### config.mk
export PLATFORM = sky130hd
export DESIGN_NAME = conv_window_sequencer
export DESIGN_NICKNAME = d
export VERILOG_FILES = /design/src/rtl/conv_seq_pkg.sv /design/src/rtl/conv_window_sequencer_sel_gen.sv /design/src/rtl/conv_window_sequencer.sv
export SDC_FILE = /design/constraint.sdc
export NUM_CORES = 1
export LEC_CHECK = 0
export BUFFER_PORTS_ARGS = -buffer_cell sky130_fd_sc_hd__buf_2
export CAP_MARGIN = 20
export CORE_ASPECT_RATIO = 0.5
export CORE_MARGIN = 3
export CORE_UTILIZATION = 45
export DETAILED_ROUTE_END_ITERATION = 6
export PLACE_DENSITY = 0.75
export SLEW_MARGIN = 20
export SYNTH_ARGS = -nofsm -noshare
export SYNTH_HDL_FRONTEND = slang
export SYNTH_SLANG_ARGS = --single-unit
### constraint.sdc
create_clock -name clk -period 3.4 [get_ports clk]
set_clock_uncertainty 0.15 [all_clocks]
set_input_delay 0.68 -clock clk [delete_from_list [all_inputs] [get_ports clk]]
set_output_delay 0.68 -clock clk [all_outputs]
set_load 0.1 [all_outputs]
### src/rtl/conv_seq_pkg.sv
// Shared types and constants for the convolution window sequencer.
// Holds the FSM encoding, window count and tap select-code layout.
package conv_seq_pkg;

    typedef enum logic [2:0] {
        S_IDLE,
        S_LOAD,
        S_WAIT,
        S_CAPTURE,
        S_DONE
    } state_t;

    localparam int NUM_WIN = 4;
    localparam logic [1:0] LAST_WIN = 2'(NUM_WIN - 1);

    localparam int MAT_COLS = 4;

    // Select code of matrix element a(row,col), 1-based.
    function automatic logic [3:0] sel_code(input int row, input int col);
        return 4'(MAT_COLS * (row - 1) + (col - 1));
    endfunction

    // Tap offsets relative to the window's top-left element.
    localparam logic [3:0] TAP_11 = sel_code(1, 1);
    localparam logic [3:0] TAP_12 = sel_code(1, 2);
    localparam logic [3:0] TAP_13 = sel_code(1, 3);
    localparam logic [3:0] TAP_21 = sel_code(2, 1);
    localparam logic [3:0] TAP_22 = sel_code(2, 2);
    localparam logic [3:0] TAP_23 = sel_code(2, 3);
    localparam logic [3:0] TAP_31 = sel_code(3, 1);
    localparam logic [3:0] TAP_32 = sel_code(3, 2);
    localparam logic [3:0] TAP_33 = sel_code(3, 3);

endpackage

### src/rtl/conv_window_sequencer_sel_gen.sv
// Combinational select generator: maps window index to the nine
// 4-bit tap select codes of the 3x3 kernel over the 4x4 matrix.
module conv_sel_gen
    import conv_seq_pkg::*;
(
    input  logic [1:0] p,
    output logic [3:0] s11,
    output logic [3:0] s12,
    output logic [3:0] s13,
    output logic [3:0] s21,
    output logic [3:0] s22,
    output logic [3:0] s23,
    output logic [3:0] s31,
    output logic [3:0] s32,
    output logic [3:0] s33
);

    logic [3:0] base;

    // p[1] moves the window down one row, p[0] right one column.
    assign base = {1'b0, p[1], 1'b0, p[0]};

    assign s11 = base + TAP_11;
    assign s12 = base + TAP_12;
    assign s13 = base + TAP_13;
    assign s21 = base + TAP_21;
    assign s22 = base + TAP_22;
    assign s23 = base + TAP_23;
    assign s31 = base + TAP_31;
    assign s32 = base + TAP_32;
    assign s33 = base + TAP_33;

endmodule

### src/rtl/conv_window_sequencer.sv
// Sequences four 3x3 windows over a 4x4 matrix through an external
// convolution datapath and collects the 2x2 result matrix.
module conv_window_sequencer
    import conv_seq_pkg::*;
#(
    parameter int SETTLE = 2
) (
    input  logic       clk,
    input  logic       rst,
    input  logic       start,
    input  logic [7:0] conv_out,
    output logic       init,
    output logic [3:0] s0_11,
    output logic [3:0] s0_12,
    output logic [3:0] s0_13,
    output logic [3:0] s0_21,
    output logic [3:0] s0_22,
    output logic [3:0] s0_23,
    output logic [3:0] s0_31,
    output logic [3:0] s0_32,
    output logic [3:0] s0_33,
    output logic [7:0] c11,
    output logic [7:0] c12,
    output logic [7:0] c21,
    output logic [7:0] c22,
    output logic       busy,
    output logic       done
);

    localparam logic [3:0] SETTLE_LAST = 4'(SETTLE - 1);

    state_t     state_q, state_d;
    logic [1:0] p_q, p_d;
    logic [3:0] wait_q, wait_d;
    logic [7:0] c11_q, c11_d;
    logic [7:0] c12_q, c12_d;
    logic [7:0] c21_q, c21_d;
    logic [7:0] c22_q, c22_d;

    logic [3:0] g11, g12, g13;
    logic [3:0] g21, g22, g23;
    logic [3:0] g31, g32, g33;
    logic       sel_on;

    always_ff @(posedge clk or posedge rst) begin
        if (rst) begin
            state_q <= S_IDLE;
            p_q     <= '0;
            wait_q  <= '0;
            c11_q   <= '0;
            c12_q   <= '0;
            c21_q   <= '0;
            c22_q   <= '0;
        end else begin
            state_q <= state_d;
            p_q     <= p_d;
            wait_q  <= wait_d;
            c11_q   <= c11_d;
            c12_q   <= c12_d;
            c21_q   <= c21_d;
            c22_q   <= c22_d;
        end
    end

    always_comb begin
        state_d = state_q;
        p_d     = p_q;
        wait_d  = wait_q;
        c11_d   = c11_q;
        c12_d   = c12_q;
        c21_d   = c21_q;
        c22_d   = c22_q;
        unique case (state_q)
            S_IDLE: begin
                if (start) begin
                    p_d     = '0;
                    state_d = S_LOAD;
                end
            end
            S_LOAD: begin
                wait_d  = '0;
                state_d = S_WAIT;
            end
            S_WAIT: begin
                if (wait_q == SETTLE_LAST) begin
                    wait_d  = '0;
                    state_d = S_CAPTURE;
                end else begin
                    wait_d = wait_q + 4'd1;
                end
            end
            S_CAPTURE: begin
                unique case (p_q)
                    2'd0: c11_d = conv_out;
                    2'd1: c12_d = conv_out;
                    2'd2: c21_d = conv_out;
                    2'd3: c22_d = conv_out;
                    default: ;
                endcase
                if (p_q == LAST_WIN) begin
                    state_d = S_DONE;
                end else begin
                    p_d     = p_q + 2'd1;
                    state_d = S_LOAD;
                end
            end
            S_DONE: begin
                state_d = S_IDLE;
            end
            default: begin
                state_d = S_IDLE;
            end
        endcase
    end

    conv_sel_gen u_sel_gen (
        .p   (p_q),
        .s11 (g11),
        .s12 (g12),
        .s13 (g13),
        .s21 (g21),
        .s22 (g22),
        .s23 (g23),
        .s31 (g31),
        .s32 (g32),
        .s33 (g33)
    );

    // Selects are live for the whole window, parked at 0 otherwise.
    assign sel_on = (state_q == S_LOAD) || (state_q == S_WAIT) ||
                    (state_q == S_CAPTURE);

    assign s0_11 = sel_on ? g11 : '0;
    assign s0_12 = sel_on ? g12 : '0;
    assign s0_13 = sel_on ? g13 : '0;
    assign s0_21 = sel_on ? g21 : '0;
    assign s0_22 = sel_on ? g22 : '0;
    assign s0_23 = sel_on ? g23 : '0;
    assign s0_31 = sel_on ? g31 : '0;
    assign s0_32 = sel_on ? g32 : '0;
    assign s0_33 = sel_on ? g33 : '0;

    assign init = (state_q == S_LOAD);
    assign busy = (state_q != S_IDLE);
    assign done = (state_q == S_DONE);

    assign c11 = c11_q;
    assign c12 = c12_q;
    assign c21 = c21_q;
    assign c22 = c22_q;

endmodule

Yosys cells after proc, flatten, opt, wreduce, memory -nomap -nowiden
Index checks and enable logic that the tools add are counted.
{ "totals": {"output_inout_bits": 71, "wordCells": 59, "reg_bits": 41, "inputBits": 11} }
{ "classes": {"n_eq_ne": 11, "reduce_logical": 13, "n_addsub": 10, "muxes": 18} }
{ "ops": {"columns": ["cell", "n"], "rows": [
  ["4-bit 2-to-1 mux", 9],
  ["3-bit by 3-bit adder with 4-bit output (second input constant)", 3],
  ["3-bit by 4-bit adder with 4-bit output (second input constant)", 3],
  ["3-bit 2-to-1 mux", 4],
  ["3-bit one-hot mux with 4 select lines", 1],
  ["2-bit AND reduction", 5],
  ["4-bit one-hot mux with 2 select lines", 1],
  ["3-bit by 2-bit equality test with 1-bit output (second input constant)", 2],
  ["2-bit != test (second input constant)", 3],
  ["3-bit by 1-bit adder with 4-bit output (second input constant)", 1],
  ["3-bit by 2-bit adder with 4-bit output (second input constant)", 1],
  ["4-bit by 1-bit adder with 4-bit output (second input constant)", 1],
  ["2-bit equality test (second input constant)", 2],
  ["4-bit by 1-bit equality test with 1-bit output (second input constant)", 1],
  ["2-bit 2-to-1 mux", 2],
  ["2-bit one-hot mux with 2 select lines", 1],
  ["2-bit nonzero test", 2],
  ["3-bit by 1-bit equality test with 1-bit output (second input constant)", 1],
  ["3-bit equality test (second input constant)", 1],
  ["3-bit logical NOT", 1],
  ["3-bit AND reduction", 1],
  ["3-bit nonzero test", 1],
  ["2-bit by 1-bit adder with 2-bit output (second input constant)", 1],
  ["2-bit by 1-bit equality test with 1-bit output (second input constant)", 1],
  ["other kinds (2)", 3]
]} }

Depth between registers and ports, before layout
{ "depth": {"ltp_word": 4, "mapped_depth": 5, "mapped_depth_nobuf": 5} }

By module
Synthesis repeated with hierarchy kept, for this count alone.
{ "unflattened": {"cells_unflattened": 207, "hier_area_um2": 2284.7} }
{ "by_module_without_submodules": {"columns": ["mod", "n_inst", "cells_per_inst", "area_each_um2", "seq_area_each_um2"], "rows": [
  ["conv_window_sequencer", 1, 169, 2014.4, 1026.0],
  ["conv_sel_gen", 1, 38, 270.3, 0.0]
]} }

Least setup slack after synthesis
OpenSTA, ideal clock, no wires.
{ "synth_timing": {"path_kind": "register to output", "start": "register state_q[2]", "end": "output s0_12[2]", "n_path_buf": 2, "path_stages_with_launch": 4, "arrival_ps": 3710, "required_time_ps": 2570, "slack_ps": -1140, "path_cell_list": "dfrtp_1 > clkbuf_1 > nor3_1 > buf_4"} }
{ "synth_between": {"elab_chain_len": 4, "word_cells_on_any_way": 6, "cone_classes": "eq/ne: 3; mux: 1; reduce/logical: 2"} }
{ "synth_lines": {"columns": ["element", "line", "text"], "rows": [
  ["start: declaration", "conv_window_sequencer.sv:32", "state_t state_q, state_d;"],
  ["start signal: assignment", "conv_window_sequencer.sv:55", "state_q <= state_d;"],
  ["3-bit by 1-bit equality test with 1-bit output / 3-bit by 2-bit equality test with 1-bit output (equally long branches)", "conv_window_sequencer.sv:130", "assign sel_on = (state_q == S_LOAD) || (state_q == S_WAIT) ||"],
  ["1-bit logical OR", "conv_window_sequencer.sv:130", null],
  ["1-bit logical OR *", "conv_window_sequencer.sv:130", null],
  ["4-bit 2-to-1 mux *", "conv_window_sequencer.sv:134", "assign s0_12 = sel_on ? g12 : '0;"],
  ["end: declaration", "conv_window_sequencer.sv:14", "output logic [3:0] s0_12,"]
]} }
Every way passes the cells marked *; elsewhere a longest branch is shown, timed or not.

Final worst setup path
{ "layout_timing": {"start": "register state_q[0]", "end": "output s0_23[3]"} }
{ "layout_between": {"elab_chain_len": 4, "word_cells_on_any_way": 6, "cone_classes": "eq/ne: 3; mux: 1; reduce/logical: 2"} }
{ "layout_lines": {"columns": ["element", "line", "text"], "rows": [
  ["3-bit by 1-bit equality test with 1-bit output / 3-bit by 2-bit equality test with 1-bit output (equally long branches)", "conv_window_sequencer.sv:130", null],
  ["1-bit logical OR", "conv_window_sequencer.sv:130", null],
  ["1-bit logical OR *", "conv_window_sequencer.sv:130", null],
  ["4-bit 2-to-1 mux *", "conv_window_sequencer.sv:138", "assign s0_23 = sel_on ? g23 : '0;"],
  ["end: declaration", "conv_window_sequencer.sv:18", "output logic [3:0] s0_23,"]
]} }
Marks and branches as above.

==> results.json <==
{
  "routed_wl_um": 3910,
  "cp-start-kind": "flop",
  "layout-drive-gt1-share": 0.458,
  "cts_tree": "done",
  "nFillCells": 362,
  "yosys-top-cells-area": "dfrtp_1, mux2_1, buf_4",
  "pin_count": 82,
  "syn-cell-area_um2": 2060,
  "crit_fanout": 12,
  "clk_pin_slew_worst_paths_ns": 0.08,
  "cts_setup_buffers": 0,
  "final.setup.tns_ns": 0,
  "diodes": 0,
  "crit_type": "reg -> out",
  "tightest_slew_ns": 0.662,
  "start_util": 0.497,
  "cts_resized": 0,
  "rsz0062_at_grt": "false",
  "root_buffer": "clkbuf_8",
  "drt-initial-drc-count": 36,
  "synth_cells": 162,
  "drv_slew": 0,
  "fin_nets": 231,
  "clock_path_buffers": 2,
  "grt_pass1_vias": 1200,
  "gp_congestion": 0.780,
  "ant_nets": 0,
  "synth-seq-area-share": 0.498,
  "setup_violations": 0,
  "synth_area_per_cell_um2": 12.7,
  "cts_buffers": 5,
  "setup_slack_ns": 0.479,
  "die_area_um2": 5470,
  "yosys_most_used_dff": "dfrtp_1",
  "drc": 0,
  "synth_top_cell_area_share": 0.498,
  "fmax_mhz": 342,
  "grt_antenna_before_repair": 0,
  "grt_start_max_net_pins": 42,
  "fp.dieW_um": 102,
  "grt_overflow": 0,
  "viasPerCell": 4.88,
  "synth_cell_types": 34,
  "worstPathArrival_ns": 2.09,
  "avgRoutedWirePerCell_um": 14.6,
  "hold_viol": 0,
  "final_common_cell": "buf_2",
  "rows": 16,
  "placedCellCount": 261,
  "track_usage": 0.152,
  "syn2layout_area_growth_pct": 15.1,
  "hp-class": "reg -> reg",
  "pre_cts_slack_ns": 0.768,
  "fin_crit_sh": 0.859,
  "numPortBuffers": 75,
  "area.sequential_um2": 1030,
  "dieHeight_um": 53.8,
  "status": "completed",
  "yosysWarnings": 0,
  "async_reset_ff_frac": 1.00,
  "drt_pre_antenna_iters": 4,
  "core-area_um2": 4140,
  "cts.sinks": 41,
  "layout_common_cells": "buf_2, dfrtp_1, mux2_1, mux2_4",
  "synth_top_area_cell": "dfrtp_1",
  "hpwl_um": 2860,
  "relSlewSlack": 0.555,
  "vias": 1307,
  "finalCriticalPeriod_ns": 2.92,
  "multiInputGateArea_um2": 772,
  "synth-edff-count": 0,
  "cts-hold-fix-buffers": 0,
  "cp.required_ns": 2.57,
  "timing.max_cap.violations": 0,
  "cts_htree_levels": 2,
  "yosys_register_bits": 41,
  "finalNonFillerCells": 268,
  "clkLatencyLatePin_ns": 0.29,
  "end_kind": "primary output",
  "grt_pass1_wl_um": 6090
}
final cells by class:
cell class,count,area share
repair buffers,76,0.161
clock buffers,5,0.0290
inverters,5,0.00792
flip-flops and latches,41,0.433
multi-input cells,85,0.326
clock inverters,2,0.0148
well taps,54,0.0285
state kept, by name, summed over array words and instances, names as in the netlist:
signal / cells
p_q: 2
c21: 8
c12: 8
c11: 8
state_q: 3
wait_q: 4
c22: 8
critical path, cell delays in order (launching register included):
cell     delay, ns
dfrtp_1       0.55
nor2_1        0.16
nor3_1        0.54
buf_2         0.55
metal layers:
layer | up-vias | GRT usage | share of wire
li1 | 620 | - | -
met1 | 628 | 0.187 | 0.45
met2 | 53 | 0.258 | 0.47
met3 | 6 | 0.0466 | 0.064
met4 | 0 | 0.0596 | 0.014
met5 | - | 0 | 0
synthesized netlist by cell type, drive strengths merged, types with 3 or more instances:
library cell	instances
buf	35
dfrtp	41
ha	6
inv	5
mux2	32
nand2	6
nand3	4
nor2	3
nor3	4
o21ai	3
metrics by stage:
step / area [um^2] / hold slack [ns] / util
finish: 2370 / 0.337 / 0.572
global placement: 2270 / 0.319 / 0.547
global route: 2370 / 0.357 / 0.572
CTS: 2370 / 0.342 / 0.572
floorplan: 2080 / 0.294 / -
detailed placement: 2270 / 0.325 / 0.547
final timing paths:
check                            from       end  slack, ns  cells past startpoint
min in group asynchronous         rst    c22[7]       0.35                      3
max reg2reg                state_q[2]    c22[5]       1.53                      3
max                        state_q[0]  s0_23[3]       0.48                      3
min                            c11[7]    c11[7]       0.34                      1
max in group asynchronous         rst    p_q[1]       2.40                      3
min reg2reg                    c11[7]    c11[7]       0.34                      1
cells by family (layout without fill, tap and decap cells):
| logic type | after synthesis | after routing | share of synthesized area |
|---|---|---|---|
| flip-flops | 41 | 41 | 0.498 |
| other | 1 | 6 | 0.00182 |
| XOR/XNOR | 1 | 1 | 0.00425 |
| AO/OA/AOI/OAI | 10 | 10 | 0.0316 |
| adder cells (fa/ha/maj) | 6 | 6 | 0.0365 |
| multiplexers | 34 | 34 | 0.199 |
| buffers and inverters | 41 | 88 | 0.136 |
| AND/OR/NAND/NOR | 28 | 28 | 0.0924 |
Power is not shown: default switching activity piles up to over one toggle a cycle in this logic, so the estimate is an artifact.
